==> src/rtl/relu_sched_pkg.sv <==
// Shared types and constants for the 4-lane ReLU sequencing controller.
package relu_sched_pkg;

   typedef enum logic [2:0] {
      S_IDLE,
      S_FILL,
      S_ISSUE,
      S_WAIT,
      S_WRITE,
      S_DONE
   } state_t;

   localparam int LANES  = 4;
   localparam int LCNT_W = 3;  // counts 0..LANES inclusive
   localparam logic [LCNT_W-1:0] LAST_LANE = LCNT_W'(LANES - 1);

   // Thermometer mask with the low 'cnt' lanes set.
   function automatic logic [LANES-1:0] lane_mask(input logic [LCNT_W-1:0] cnt);
      logic [LANES-1:0] m;
      m = '0;
      for (int i = 0; i < LANES; i++) begin
         if (i < int'(cnt)) m[i] = 1'b1;
      end
      return m;
   endfunction

endpackage

==> src/rtl/relu_sched_lane_pack.sv <==
// Lane registers for one group: serial load, fill count, zero-padded lane
// outputs and the matching valid-lane mask.
module relu_lane_pack
   import relu_sched_pkg::*;
#(
   parameter int RELU_SIZE = 21
) (
   input  logic                                clk,
   input  logic                                rst,
   input  logic                                load,
   input  logic                                clr,
   input  logic signed [RELU_SIZE-1:0]         data,
   output logic        [LANES-1:0][RELU_SIZE-1:0] lanes,
   output logic        [LCNT_W-1:0]            lane_cnt,
   output logic        [LANES-1:0]             mask
);

   logic [RELU_SIZE-1:0] lane_q [LANES];

   // NOTE: state is updated with <= so every register samples pre-edge values.
   always_ff @(posedge clk) begin
      if (rst || clr) begin
         for (int i = 0; i < LANES; i++) lane_q[i] <= '0;
         lane_cnt <= '0;
      end else if (load) begin
         lane_q[lane_cnt[1:0]] <= data;
         lane_cnt              <= lane_cnt + LCNT_W'(1);
      end
   end

   assign mask = lane_mask(lane_cnt);

   always_comb begin
      for (int i = 0; i < LANES; i++) begin
         lanes[i] = mask[i] ? lane_q[i] : '0;
      end
   end

endmodule

==> src/rtl/relu_sched.sv <==
// Layer sequencer for the 4-lane ReLU stage: packs a serial stream into
// groups, issues each group, and writes the rectified word to the buffer.
module relu_sched
   import relu_sched_pkg::*;
#(
   parameter int RELU_SIZE = 21,
   parameter int ADDR_W    = 10
) (
   input  logic                        clk,
   input  logic                        rst,
   input  logic                        start,
   input  logic [ADDR_W+1:0]           num_elems,
   input  logic                        s_valid,
   input  logic signed [RELU_SIZE-1:0] s_data,
   output logic                        s_ready,
   output logic                        relu_in_ready,
   output logic signed [RELU_SIZE-1:0] relu_in0,
   output logic signed [RELU_SIZE-1:0] relu_in1,
   output logic signed [RELU_SIZE-1:0] relu_in2,
   output logic signed [RELU_SIZE-1:0] relu_in3,
   input  logic                        relu_ready,
   input  logic signed [RELU_SIZE-1:0] relu_out0,
   input  logic signed [RELU_SIZE-1:0] relu_out1,
   input  logic signed [RELU_SIZE-1:0] relu_out2,
   input  logic signed [RELU_SIZE-1:0] relu_out3,
   output logic                        wr_en,
   output logic [ADDR_W-1:0]           wr_addr,
   output logic [LANES*RELU_SIZE-1:0]  wr_data,
   output logic [LANES-1:0]            wr_mask,
   output logic                        busy,
   output logic                        done
);

   localparam int CNT_W = ADDR_W + 2;

   state_t                          state;
   logic [CNT_W-1:0]                num_q;
   logic [CNT_W-1:0]                elem_cnt;
   logic [CNT_W-1:0]                elem_next;
   logic                            hs;
   logic [LANES-1:0][RELU_SIZE-1:0] lanes;
   logic [LCNT_W-1:0]               lane_cnt;
   logic [LANES-1:0]                pad_mask;

   assign hs        = (state == S_FILL) && s_valid && s_ready;
   assign elem_next = elem_cnt + CNT_W'(1);
   assign busy      = (state != S_IDLE);

   relu_lane_pack #(.RELU_SIZE(RELU_SIZE)) u_pack (
      .clk      (clk),
      .rst      (rst),
      .load     (hs),
      .clr      (state == S_WRITE),
      .data     (s_data),
      .lanes    (lanes),
      .lane_cnt (lane_cnt),
      .mask     (pad_mask)
   );

   assign relu_in0 = lanes[0];
   assign relu_in1 = lanes[1];
   assign relu_in2 = lanes[2];
   assign relu_in3 = lanes[3];

   always_ff @(posedge clk) begin
      if (rst) begin
         state         <= S_IDLE;
         num_q         <= '0;
         elem_cnt      <= '0;
         s_ready       <= 1'b0;
         relu_in_ready <= 1'b0;
         wr_en         <= 1'b0;
         wr_addr       <= '0;
         wr_data       <= '0;
         wr_mask       <= '0;
         done          <= 1'b0;
      end else begin
         relu_in_ready <= 1'b0;
         wr_en         <= 1'b0;
         done          <= 1'b0;
         case (state)
            S_IDLE: if (start) begin
               num_q    <= num_elems;
               elem_cnt <= '0;
               wr_addr  <= '0;
               if (num_elems == '0) begin
                  state <= S_DONE;
                  done  <= 1'b1;
               end else begin
                  state   <= S_FILL;
                  s_ready <= 1'b1;
               end
            end
            S_FILL: if (hs) begin
               elem_cnt <= elem_next;
               // Close the group on lane 3 or on the layer's last element.
               if (lane_cnt == LAST_LANE || elem_next == num_q) begin
                  state         <= S_ISSUE;
                  s_ready       <= 1'b0;
                  relu_in_ready <= 1'b1;
               end
            end
            S_ISSUE: state <= S_WAIT;
            S_WAIT: if (relu_ready) begin
               wr_data <= {relu_out3, relu_out2, relu_out1, relu_out0};
               wr_mask <= pad_mask;
               wr_en   <= 1'b1;
               state   <= S_WRITE;
            end
            S_WRITE: begin
               wr_addr <= wr_addr + ADDR_W'(1);
               if (elem_cnt == num_q) begin
                  state <= S_DONE;
                  done  <= 1'b1;
               end else begin
                  state   <= S_FILL;
                  s_ready <= 1'b1;
               end
            end
            S_DONE:  state <= S_IDLE;
            default: state <= S_IDLE;
         endcase
      end
   end

endmodule
==> config.mk <==
export PLATFORM = sky130hd
export DESIGN_NAME = relu_sched
export DESIGN_NICKNAME = d
export VERILOG_FILES = /design/src/rtl/relu_sched_pkg.sv /design/src/rtl/relu_sched_lane_pack.sv /design/src/rtl/relu_sched.sv
export SDC_FILE = /design/constraint.sdc
export NUM_CORES = 1
export LEC_CHECK = 0
export BUFFER_PORTS_ARGS = -buffer_cell sky130_fd_sc_hd__buf_2
export CAP_MARGIN = 20
export CORE_MARGIN = 4
export CORE_UTILIZATION = 35
export DETAILED_ROUTE_END_ITERATION = 7
export HOLD_SLACK_MARGIN = 0.08
export PLACE_DENSITY_LB_ADDON = 0.15
export SLEW_MARGIN = 20
export SYNTH_ARGS = -nofsm -noshare
export SYNTH_HDL_FRONTEND = slang
export SYNTH_HIERARCHICAL = 1
export SYNTH_SLANG_ARGS = --single-unit
==> constraint.sdc <==
create_clock -name clk -period 8.08 [get_ports clk]
set_clock_uncertainty 0.1 [all_clocks]
set_input_delay 1.616 -clock clk [delete_from_list [all_inputs] [get_ports clk]]
set_output_delay 1.616 -clock clk [all_outputs]
set_load 0.01 [all_outputs]
**Word-level counts from Yosys, hierarchy flattened**

Memories as Yosys holds them, arrays and structs flattened.
Cells that the tools add are included.

- $add $sub $neg: 3
- $lt $le $gt $ge: 4
- Equality and inequality tests: 13
- Mux-type cells: 40
- Bitwise operators: 3
- Reductions and logical operators: 19

Operators by type and width:

| cell | count |
|---|---|
| 21-bit two-way mux | 5 |
| 12-bit == test | 2 |
| 12-bit two-way mux | 2 |
| 12-bit one-hot mux with 2 select lines | 1 |
| 21-bit OR reduction | 1 |
| 1-bit two-way mux | 20 |
| 10-bit one-hot mux with 2 select lines | 1 |
| 3-bit two-way mux | 6 |
| 3-bit one-hot mux with 5 select lines | 1 |
| 12-bit by 1-bit adder with 12-bit output, second input constant | 1 |
| 12-bit zero test | 1 |
| 10-bit by 1-bit adder with 10-bit output, second input constant | 1 |
| 10-bit two-way mux | 1 |
| 2-bit != test, second input constant | 5 |
| 3-bit by 2-bit == test with 1-bit output, second input constant | 3 |
| 1-bit by 3-bit < comparator with 1-bit output, first input constant | 2 |
| 2-bit by 3-bit < comparator with 1-bit output, first input constant | 2 |
| 2-bit AND reduction | 3 |
| 6-bit AND reduction | 1 |
| 3-bit nonzero test | 2 |
| 4-bit AND reduction | 1 |
| 2-bit nonzero test | 2 |
| 3-bit by 1-bit adder with 3-bit output, second input constant | 1 |
| 3-bit by 1-bit == test with 1-bit output, second input constant | 1 |
| other kinds (12) | 16 |

- Register bits: 132
- RAM bits: 84
- Input port bits: 122
- Logic and storage cells: 94
- Memories: 1

Memory list:

| name | depth | width | read ports | clocked after Yosys merged registers in | wr ports | line | RTL |
|---|---|---|---|---|---|---|---|
| u_pack.lane_q | 4 | 21 | 4 | 0 | 4 | relu_sched_lane_pack.sv:18 | `logic [RELU_SIZE-1:0] lane_q [LANES];` |

**Depth between registers and ports, before layout**

Gate-level depths: netlist of the first run.

- Depth in word-level cells: 8
- Gate-level depth with buffers: 9
- Gate-level depth less buffers: 7

**Cells and area by module**

The synthesis of the first run kept the hierarchy.

By module, submodules not included:

| module | instances | cells each | area each (sq um) | seq. area each (sq um) |
|---|---|---|---|---|
| relu_sched | 1 | 665 | 5186.2 | 2582.5 |
| relu_lane_pack | 1 | 324 | 3901.2 | 2582.5 |

**Worst setup path before layout of the first run**

OpenSTA, ideal clock, no wires.

- Path type: input to register
- From: input s_valid
- To: memory u_pack.lane_q[1][0] (enable)
- Library setup time: 0.428 ns
- Arrival time: 3.894 ns
- Data required time: 7.552 ns
- Setup slack: 3.658 ns
- Cell stages on the path: 6
- Path through: nand3_1 inv_1 buf_2 buf_2 nand2b_1 o21ai_0

RTL lines:

| item | line | RTL |
|---|---|---|
| start: declaration | relu_sched.sv:13 | `input logic s_valid,` |
| end: declaration | relu_sched_lane_pack.sv:18 |  |

**Worst setup path after layout of the first run**

- From: register u_pack.lane_cnt[2]
- To: output relu_in1[17]

- Cells in the longest elaborated chain, start to end: 3

Ends and longest elaborated chain:

| item | line | RTL |
|---|---|---|
| start: declaration | relu_sched_lane_pack.sv:14 | `output logic [LCNT_W-1:0] lane_cnt,` |
| start signal: assignment | relu_sched_lane_pack.sv:27 | `lane_cnt <= lane_cnt + LCNT_W'(1);` |
| 1-bit by 3-bit < comparator with 1-bit output | relu_sched_pkg.sv:22 | `if (i < int'(cnt)) m[i] = 1'b1;` |
| 1-bit two-way mux | relu_sched_pkg.sv:22 |  |
| 21-bit two-way mux | relu_sched_lane_pack.sv:35 | `lanes[i] = mask[i] ? lane_q[i] : '0;` |
| end: declaration | relu_sched.sv:18 | `output logic signed [RELU_SIZE-1:0] relu_in1,` |

Every way passes these cells.

==> Flow_metrics.wiki, run 1 <==
{| class="wikitable"
! Metric !! Value
|-
| Outcome || finished clean
|-
| Highest achievable clock rate || 246.4 MHz
|-
| Mapped cell area || 0.009087 mm2
|-
| Switching part of the total power || 0.2228
|-
| Number of cells after detailed placement || 1566
|-
| Wire length of the first global-routing pass || 40210 um
|-
| Setup slack of the critical path after layout || 4021 ps
|-
| Syn nets || 1115
|-
| Share of total power in the clock network || 0.453
|-
| Power per standard cell area || 210.7 mW/mm2
|-
| Portion of the clock cycle consumed by the worst path in the final layout || 0.5024
|-
| RSZ-0062 raised after global routing || no
|-
| Height of the chip || 169.1 um
|-
| Total via count after detailed routing || 7575
|-
| Proportion of synthesized chip area in sequential cells || 0.5684
|-
| Vias in the first global route || 7188
|-
| Residual DRC count || 0
|-
| Number of enable-type register cells in the synthesized netlist || 84
|-
| Final critical-path required period || 4059 ps
|-
| Clk_lat worst skew || 510 ps
|-
| Number of cells produced by synthesis || 989
|-
| Number of vias per cell || 4.696
|-
| Die extent in x || 169.1 um
|-
| Number of rows in the core area || 58
|-
| TritonCTS clock tree || built
|-
| Core Area || 0.02533 mm2
|-
| Arrival time reported for the critical path endpoint || 2340 ps
|-
| Clock root buffer || clkbuf_16
|-
| Net Sw Power || 548.0 uW
|-
| Non-filler instance count after layout || 1613
|-
| Ys async rst share || 0
|-
| Layout filler cell count || 2511
|-
| Max-cap violations || 0
|-
| Warning count from the yosys run || 6
|-
| Mean instance size in the synthesized netlist || 9.189 um2
|-
| Slowest cell delay on critical path || 860 ps
|-
| Predominant post-synthesis flop cell || dfxtp_1
|-
| Worst voltage drop across the vdd grid || 169.8 uV
|-
| Min-Delay Endpoint || wr_data[33]
|-
| Deepest clock path buffer count || 3
|-
| Unique cell type count in the Yosys netlist || 54
|-
| Endpoint of the lowest-slack register-to-register path || u_pack/lane_q[2][17]
|-
| Worst path cell trace || nor2_2 -> nor2b_1 -> buf_2
|-
| Worst R2R Setup Slack || 4940 ps
|-
| Number of clock sinks || 216
|-
| Estimated wirelength of the detail-placed design || 18350 um
|-
| Combinational share of power || 0.068
|-
| Worst hold-check path type || flop to flop
|-
| Detailed Routing Iterations Pass 1 || 5
|-
| Launch instance of the worst register-to-register path || state[0]
|-
| Crit end category || output pin
|-
| Fraction of power consumed by sequential logic || 0.479
|-
| Worst-margin pin slew || 1041 ps
|-
| Number of clock buffers inserted by TritonCTS || 25
|-
| Relative slew slack || 0.3058
|-
| Worst hold start || wr_data[33]
|-
| Post-CTS setup repair buffer count || 0
|-
| CP Class || flop to output pin
|-
| Final slew viol count || 0
|-
| Post-cts resize count || 0
|-
| Residual antenna-violating net count after detailed routing || 0
|-
| Count of hold buffers inserted by post-cts repair || 0
|-
| Routed wire per std cell || 16.29 um
|-
| Detailed router's first-iteration violation count || 467
|-
| Antenna violations before repair || 1
|-
| Crit path launch type || flop
|-
| Global router's overall resource usage || 0.1734
|-
| Area grow syn2layout || 28.46%
|-
| Initial cell density of the core || 0.3588
|-
| Nets || 1389
|-
| Number of placed I/O pins || 309
|-
| Total negative setup slack || 0 ps
|-
| Hold Fails Final Rpt || 0
|-
| Clock H-tree levels || 1
|-
| Required time of the critical path || 6360 ps
|-
| Worst-path maximum fanout || 28
|-
| Pin count of the biggest net entering global routing || 90
|-
| Pint || 1.911 mW
|-
| Worst hold path cell count || 2
|-
| Flop and latch count out of synthesis || 216
|-
| Total Power Consumption || 2.459 mW
|-
| Global route total overflow || 0
|-
| Post-CTS clock slew at the launch and capture registers of the worst setup and hold paths || 60 ps
|-
| Hold slack || 348.8 ps
|-
| Die area || 0.02861 mm2
|-
| Share of post-route cells with drive strength above 1 || 0.3058
|-
| Placer congestion estimate || 0.7987
|-
| Number of port buffers || 308
|-
| Place WS || 3981 ps
|-
| Final setup violation count || 0
|-
| Routed WL || 26280 um
|-
| Start point of the critical path || u_pack/lane_cnt[2]
|-
| R2r worst-path depth || 5
|-
| Critical path's slowest cell || nor2_2
|-
| Leakage power total || 4.935 nW
|}
==> routing by layer <==
layer,routed length (um),global-route usage,vias up
met5,0,0,-
met4,648,0.05040,0
met3,2134,0.04123,43
met2,12340,0.2854,269
met1,11150,0.2292,3432
li1,-,-,3831
==> registers in the layout, indices dropped and copies added, names as in the netlist <==
| signal | flops |
|---|---|
| u_pack/lane_q | 84 |
| wr_data | 84 |
| elem_cnt | 12 |
| num_q | 12 |
| wr_addr | 10 |
| wr_mask | 4 |
| state | 3 |
| u_pack/lane_cnt | 3 |
| done | 1 |
| relu_in_ready | 1 |
| s_ready | 1 |
| wr_en | 1 |
==> synth_stat cells (3+ instances only) <==
cell type | count | area, um2
nor4_1 | 4 | 25.02
ha_1 | 4 | 50.05
edfxtp_1 | 84 | 2522
and2_1 | 21 | 131.4
clkbuf_1 | 50 | 187.7
and4_1 | 3 | 26.28
nand2b_1 | 24 | 150.1
xnor2_1 | 17 | 148.9
buf_6 | 4 | 45.04
or2_2 | 4 | 25.02
a21oi_1 | 116 | 580.6
dfxtp_1 | 132 | 2643
o21ai_0 | 8 | 40.04
nor2_1 | 102 | 382.9
a31oi_1 | 3 | 18.77
nand2_1 | 219 | 822.0
nor2_2 | 21 | 131.4
nand3b_1 | 4 | 30.03
a211oi_1 | 6 | 45.04
nor2b_1 | 53 | 331.6
and3_1 | 4 | 25.02
nand3_1 | 15 | 75.07
inv_1 | 7 | 26.28
nor3_1 | 10 | 50.05
mux2i_1 | 3 | 30.03
buf_4 | 3 | 22.52
nand4_1 | 4 | 25.02
o22ai_1 | 3 | 18.77
and2b_1 | 12 | 90.09
o211ai_1 | 3 | 22.52
xor2_1 | 8 | 70.07
buf_2 | 7 | 35.03
==> worst max-delay path: cells and delay by family, from the launching register on <==
kind,cells,cell delay [ps]
buf+inv,1,200
flops,1,580
simple gates,2,1040
==> power groups by stage <==
| stage | Combinational, mW | Clock [mW] | Sequential (mW) |
|---|---|---|---|
| global route | 0.187 | 1.19 | 1.18 |
| finish | 0.166 | 1.11 | 1.18 |
| floorplan | 0.0954 | 0 | 1.20 |
| global placement | 0.167 | 0 | 1.20 |
| CTS | 0.168 | 1.15 | 1.18 |
| detailed placement | 0.167 | 0 | 1.20 |
==> metrics by stage <==
stage,instance area (um2),util
6_report,11670,0.4609
5_1_grt,11670,0.4609
4_1_cts,11650,0.4599
3_5_place_dp,10820,0.4271
3_3_place_gp,10820,0.4271
2_1_floorplan,9087,-
==> cell families (layout without fill, tap and decap cells) <==
logic type	after synthesis	in the layout	share of synthesized area
XOR/XNOR	25	25	0.02409
AO/OA/AOI/OAI	153	153	0.09156
flip-flops	216	216	0.5684
buffers and inverters	73	366	0.03566
other	0	1	0
multiplexers	5	5	0.005783
adder cells (fa/ha/maj)	4	4	0.005508
AND/OR/NAND/NOR	513	513	0.2690
==> cell type report <==
type                            instances  area (um2)  share of cell area
Sequential cell                       216        5165              0.4424
Inverter                                7       26.28            0.002251
Clock buffer                           41       777.0             0.06656
Tap cell                              330       412.9             0.03537
Timing Repair Buffer                  313        1582              0.1355
Clock inverter                          5       53.80            0.004609
Antenna cell                            1       2.502           0.0002144
Multi-Input combinational cell        700        3655              0.3131
==> how the worst max path moves through the flow <==
stage                     cells past startpoint  slack, ps              endpoint
after floorplan                               6       3660   u_pack/lane_q[1][0]
after global placement                        5       4040  u_pack/lane_q[0][12]
after detailed placement                      5       3980  u_pack/lane_q[0][13]
after CTS                                     3       3970          relu_in1[17]
after global routing                          3       3810          relu_in1[17]
final                                         3       4020          relu_in1[17]
==> cell usage in the layout (no fill, tap or decap), types with 17 or more instances in the layout <==
master / count
and2_1: 21
xnor2_1: 17
nor2_2: 22
nor2_1: 100
nand2b_1: 24
clkbuf_16: 25
nand2_1: 219
dfxtp_1: 132
nor2b_1: 53
edfxtp_1: 84
a21oi_1: 115
buf_2: 307
(Power assumes the default switching activity.)
==> run 2: changes to the inputs <==
Settings changed: ABC_AREA set to 1.
Clock period 8.08 ns to 3.4 ns, I/O delays scaled along.
==> run 2 against run 1 <==
Power increased by 150%. Via count increased by 12%. Die area is 4.4% higher. Synthesized area up 4.6%. Flip-flop and latch count did not move. Final cell count is 12% higher. Combinational power increased to 3.9 times the previous value. Sequential share of layout area fell by 1.4 points. Clock power up 130%. Synthesized cell count up 17%. Routed wire length up 7.7%. Register-to-register slack lost 3800 ps. Largest cell class unchanged.
==> Flow_metrics.wiki, run 2 <==
{| class="wikitable"
! Metric !! Value
|-
| Number of placed I/O pins || 309
|-
| Routed wire per std cell || 15.65 um
|-
| Mapped cell area || 0.009505 mm2
|-
| Die area || 0.02986 mm2
|-
| Final instance area || 0.01206 mm2
|-
| Number of vias per cell || 4.685
|-
| Total via count after detailed routing || 8470
|-
| Final critical-path required period || 3004 ps
|-
| Die extent in x || 172.8 um
|-
| Detailed router's first-iteration violation count || 528
|-
| Share of post-route cells with drive strength above 1 || 0.2812
|-
| Placer congestion estimate || 0.8148
|-
| Total negative setup slack || 0 ps
|-
| Most area-consuming cells after synthesis || dfxtp_1 (28%), edfxtp_1 (27%), nand2_1 (8.2%), nor2_1 (6.9%), a21oi_1 (6.1%)
|-
| Estimated wirelength of the detail-placed design || 19690 um
|-
| Area grow syn2layout || 26.85%
|-
| Max-cap violations || 0
|-
| Core Area || 0.02680 mm2
|-
| Count of hold buffers inserted by post-cts repair || 0
|-
| Synth top cells by count || nand2_1 (207), nor2_1 (175), inv_1 (150)
|-
| Global router's overall resource usage || 0.1809
|-
| Wire length of the first global-routing pass || 44790 um
|-
| Predominant post-synthesis flop cell || dfxtp_1
|-
| Warning count from the yosys run || 6
|-
| Power per standard cell area || 500.3 mW/mm2
|-
| Clock H-tree levels || 1
|-
| Post-CTS setup repair buffer count || 0
|-
| Mean instance size in the synthesized netlist || 8.180 um2
|-
| Global route total overflow || 0
|-
| Deepest clock path buffer count || 3
|-
| Ys async rst share || 0
|-
| Final slew viol count || 0
|-
| Crit end category || output pin
|-
| Commonest non-fill, non-tap cell in the layout || buf_2
|-
| TritonCTS clock tree || built
|-
| Arrival time reported for the critical path endpoint || 2220 ps
|-
| Portion of the clock cycle consumed by the worst path in the final layout || 0.8834
|-
| Height of the chip || 172.8 um
|-
| Outcome || finished clean
|-
| Residual antenna-violating net count after detailed routing || 0
|-
| Number of clock sinks || 216
|-
| Hold slack || 319.9 ps
|-
| Worst-margin pin slew || 925.6 ps
|-
| Flop and latch count out of synthesis || 216
|-
| Routed WL || 28300 um
|-
| Pin count of the biggest net entering global routing || 110
|-
| Number of rows in the core area || 60
|-
| Unique cell type count in the Yosys netlist || 37
|-
| Initial cell density of the core || 0.3547
|-
| Registers with the most flip-flops || u_pack/lane_q (84), wr_data (84)
|-
| Synthesized-area fraction occupied by and/or/nand/nor cells || 0.2559
|-
| Number of enable-type register cells in the synthesized netlist || 84
|-
| Worst voltage drop across the vdd grid || 271.0 uV
|-
| Parity-gate share of the synthesized area counting xor and xnor cells || 0.009214
|-
| Number of clock buffers inserted by TritonCTS || 25
|-
| Clk_lat worst skew || 510 ps
|-
| Leakage power total || 5.658 nW
|-
| Number of cells produced by synthesis || 1162
|-
| Final setup violation count || 0
|-
| Post-cts resize count || 0
|-
| Highest achievable clock rate || 332.9 MHz
|-
| Main combinational cell family by area after synthesis || simple AND/OR/NAND/NOR gates
|-
| Worst hold path cell count || 3
|-
| Proportion of synthesized chip area in sequential cells || 0.5434
|-
| Most frequent cells in the layout || buf_2 (307), nand2_1 (206), nor2_1 (175), inv_1 (150), dfxtp_1 (132)
|-
| Compound-Gate Fraction of Synth Area || 0.08569
|-
| Required time of the critical path || 2620 ps
|-
| Adder-cell share of the synthesized area || 0.005265
|-
| Library cell with the largest summed area after synthesis || dfxtp_1
|-
| Syn nets || 1288
|-
| Clock root buffer || clkbuf_16
|-
| RSZ-0062 raised after global routing || no
|-
| Hold Fails Final Rpt || 0
|-
| Crit path launch type || flop
|-
| Worst-path maximum fanout || 22
|-
| Relative slew slack || 0.3829
|-
| Post-CTS clock slew at the launch and capture registers of the worst setup and hold paths || 60 ps
|-
| CP Class || flop to output pin
|-
| Placement-stage cell area || 0.01129 mm2
|-
| Nets || 1572
|-
| Detailed Routing Iterations Pass 1 || 5
|-
| Antenna violations before repair || 3
|-
| Vias in the first global route || 8137
|-
| Residual DRC count || 0
|-
| Cell with the most instances after synthesis || nand2_1
|-
| Worst hold-check path type || input port to flop
|-
| Util after Layout || 0.4499
|-
| Portion of netlist area occupied by mux cells || 0
|-
| R2r worst-path depth || 11
|-
| Top cell type's share of synthesized area || 0.2780
|-
| Number of port buffers || 308
|}
==> run 2: path summary, 6_finish.rpt <==
check | start | to | slack, ps
worst max-delay path | u_pack/lane_cnt[1] | relu_in0[14] | 400
worst min-delay path | num_elems[3] | num_q[3] | 320
worst max register to register | state[2] | u_pack/lane_q[2][19] | 1120
worst min register to register | wr_data[51] | wr_data[51] | 350
==> run 2: cells by family (layout without fill, tap and decap cells) <==
logic type | count (synthesis) | count (layout)
AO/OA/AOI/OAI | 154 | 154
XOR/XNOR | 10 | 10
adder cells (fa/ha/maj) | 4 | 4
buffers and inverters | 226 | 529
flip-flops | 216 | 216
other | 0 | 2
AND/OR/NAND/NOR | 552 | 552
==> run 2: layout make-up <==
cell class / count / area [um2]
well taps: 341 / 426.7
repair buffers: 325 / 1709
inverters: 158 / 593.1
diodes: 2 / 5.005
multi-input cells: 720 / 3396
fillers: 2794 / 14740
flip-flops and latches: 216 / 5165
clock buffers: 36 / 686.9
clock inverters: 10 / 76.32
==> run 2: power by group <==
part	internal (mW)	switching, mW
Combinational	0.218	0.431
Clock	1.48	1.04
Sequential	2.80	0.0705
Total	4.49	1.54
==> run 2: routing by layer <==
layer,up-vias,wire length (um),track usage
li1,4287,-,-
met5,-,7,0
met3,51,2125,0.04919
met2,305,13000,0.2950
met4,2,777,0.05254
met1,3825,12390,0.2378
==> run 2: per-stage QoR <==
stage          setup WS [ps]  power, mW  cells
4_1_cts                291.9      6.123   1806
3_5_place_dp           853.3      3.581   1760
5_1_grt                209.8      6.314   1808
2_1_floorplan          878.0      3.327   1162
6_report               396.3      6.033   1808
3_3_place_gp           927.4      3.579   1760
==> run 2: worst max-delay path, cell delays in order (launching register included) <==
cell	delay, ps
dfxtp_1	410
nor2_2	120
buf_4	270
inv_1	130
nor2_4	530
nor2_1	90
buf_2	160
==> run 3: changes to the inputs <==
Settings changed: CELL_PAD_IN_SITES_DETAIL_PLACEMENT set to 1, CELL_PAD_IN_SITES_GLOBAL_PLACEMENT set to 1, CORE_UTILIZATION 35 to 33.
==> run 3 against run 2 <==
Register-to-register slack lost 270 ps. Count of clock-buffer cells in the layout shrank 4. Global-route usage rose by 0.81 points. Die area increased by 5.8%. Maximum frequency decreased by 0.34%. Critical path depth unchanged. Critical path type unchanged. Combinational power is 2% higher. Largest power group is now the clock network. Routed wire length up 11%. Non-clock buffer count unchanged. Via count increased by 2.4%.
==> Flow_metrics.wiki, run 3 (synthesis gave the netlist of run 2 again) <==
{| class="wikitable"
! Metric !! Value
|-
| Antenna violations before repair || 4
|-
| Nets || 1573
|-
| Wire length of the first global-routing pass || 47920 um
|-
| Capturing element of the worst setup path || relu_in0[7]
|-
| Pin count of the biggest net entering global routing || 90
|-
| Die area || 0.03158 mm2
|-
| Residual DRC count || 0
|-
| Util after Layout || 0.4365
|-
| Post-cts resize count || 0
|-
| Launch instance of the worst register-to-register path || state[2]
|-
| Number of rows in the core area || 61
|-
| Post-CTS setup repair buffer count || 0
|-
| Pint || 4.936 mW
|-
| Slowest cell delay on critical path || 510 ps
|-
| Number of port buffers || 308
|-
| Clock root buffer || clkbuf_16
|-
| CP Class || flop to output pin
|-
| Worst path cell trace || nor2_2 -> buf_4 -> inv_1 -> nor2_4 -> nor2_1 -> buf_2
|-
| TritonCTS clock tree || built
|-
| Total negative setup slack || 0 ps
|-
| Placer congestion estimate || 0.8036
|-
| Number of cells on the critical path || 6
|-
| Count of hold buffers inserted by post-cts repair || 0
|-
| Worst hold-check path type || input port to flop
|-
| Start point of the critical path || u_pack/lane_cnt[1]
|-
| Worst-path maximum fanout || 22
|-
| Outcome || finished clean
|-
| Arrival time reported for the critical path endpoint || 2230 ps
|-
| Height of the chip || 177.7 um
|-
| Power per standard cell area || 536.0 mW/mm2
|-
| Net Sw Power || 1.635 mW
|-
| Crit path launch type || flop
|-
| Die extent in x || 177.7 um
|-
| Leakage power total || 5.737 nW
|-
| R2r worst-path depth || 10
|-
| Relative slew slack || 0.3492
|-
| Initial cell density of the core || 0.3384
|-
| Share of total power in the clock network || 0.462
|-
| RSZ-0062 raised after global routing || no
|-
| Deepest clock path buffer count || 3
|-
| Required time of the critical path || 2620 ps
|-
| Clk_lat worst skew || 530 ps
|-
| Number of clock buffers inserted by TritonCTS || 26
|-
| Core Area || 0.02809 mm2
|-
| Final setup violation count || 0
|-
| Worst R2R Setup Slack || 850 ps
|-
| Routed WL || 31460 um
|-
| Portion of the clock cycle consumed by the worst path in the final layout || 0.8865
|-
| Global router's overall resource usage || 0.1891
|-
| Number of placed I/O pins || 309
|-
| Crit end category || output pin
|-
| Estimated wirelength of the detail-placed design || 22530 um
|-
| Number of clock sinks || 216
|-
| Crit-path leading delay family || simple AND/OR/NAND/NOR gates
|-
| Final slew viol count || 0
|-
| Area grow syn2layout || 28.99%
|-
| Vias in the first global route || 8800
|-
| Post-CTS clock slew at the launch and capture registers of the worst setup and hold paths || 60 ps
|-
| Registers with the most flip-flops || u_pack/lane_q (84), wr_data (84)
|-
| Hold Fails Final Rpt || 0
|-
| Hold slack || 291.4 ps
|-
| Detailed router's first-iteration violation count || 385
|-
| Switching part of the total power || 0.2488
|-
| Worst-margin pin slew || 976.2 ps
|-
| Combinational share of power || 0.101
|-
| Number of vias per cell || 4.697
|-
| Detailed Routing Iterations Pass 1 || 4
|-
| Commonest non-fill, non-tap cell in the layout || buf_2
|-
| Highest achievable clock rate || 331.8 MHz
|-
| Max-cap violations || 0
|-
| Most frequent cells in the layout || buf_2 (307), nand2_1 (206), nor2_1 (175), inv_1 (150), dfxtp_1 (132)
|-
| Residual antenna-violating net count after detailed routing || 0
|-
| Endpoint of the lowest-slack register-to-register path || u_pack/lane_q[0][16]
|-
| Share of post-route cells with drive strength above 1 || 0.2856
|-
| Fraction of power consumed by sequential logic || 0.437
|-
| Global route total overflow || 0
|-
| Total via count after detailed routing || 8676
|-
| Worst voltage drop across the vdd grid || 313.8 uV
|-
| Final critical-path required period || 3014 ps
|-
| Clock H-tree levels || 1
|-
| Count of buffering cells on the critical path with inverters included || 3
|-
| Routed wire per std cell || 17.03 um
|-
| Critical path's slowest cell || nor2_4
|}
[run 3: through the flow]
step	power, mW	std cells	instance area [um2]	setup slack, ps
floorplan	3.327	1162	9505	878.0
global placement	3.586	1797	11310	910.5
detailed placement	3.595	1797	11310	852.8
CTS	6.657	1845	12260	331.5
global route	6.853	1847	12260	186.8
finish	6.572	1847	12260	386.0
[run 3: power groups by stage]
stage | clock network [mW] | registers [mW] | logic, mW
after CTS | 3.11 | 2.87 | 0.673
after global placement | 0 | 2.93 | 0.661
after floorplan | 0 | 2.92 | 0.410
final | 3.04 | 2.87 | 0.661
after global routing | 3.23 | 2.88 | 0.743
after detailed placement | 0 | 2.93 | 0.668
[run 3: layout make-up]
type                       count  area, um2
antenna                        2      5.005
clock buffer                  32      703.2
tap                          378      473.0
multi-input combinational    720       3396
clock inverter                16      241.5
inverter                     158      593.1
sequential                   216       5165
fill                        3497      15830
timing repair buffer         325       1684
[run 3: worst min path at each step]
stage,start,end,slack [ps],depth (start not counted)
2_1_floorplan,num_q[8],num_q[8],340,2
3_3_place_gp,wr_data[64],wr_data[64],340,2
3_5_place_dp,wr_data[15],wr_data[15],350,2
4_1_cts,num_elems[3],num_q[3],280,3
5_1_grt,num_elems[3],num_q[3],300,3
6_report,num_elems[3],num_q[3],290,3
[run 3: worst reg2reg max path: stages (launching register included)]
cell and delay (ps):
dfxtp_1 400, nor2_1 140, nand2_1 120, inv_2 120, nand3_2 80, inv_2 170, inv_2 70, nor2_2 160
nand3_2 410, nand2_1 230, buf_4 240
[run 3: metal layers]
layer  vias to the layer above  track usage  part of all wire
li1                       4280            -                 -
met1                      4114       0.2391              0.43
met2                       225       0.3240              0.49
met3                        53      0.04303             0.062
met4                         4      0.05479             0.025
met5                         -            0           0.00048
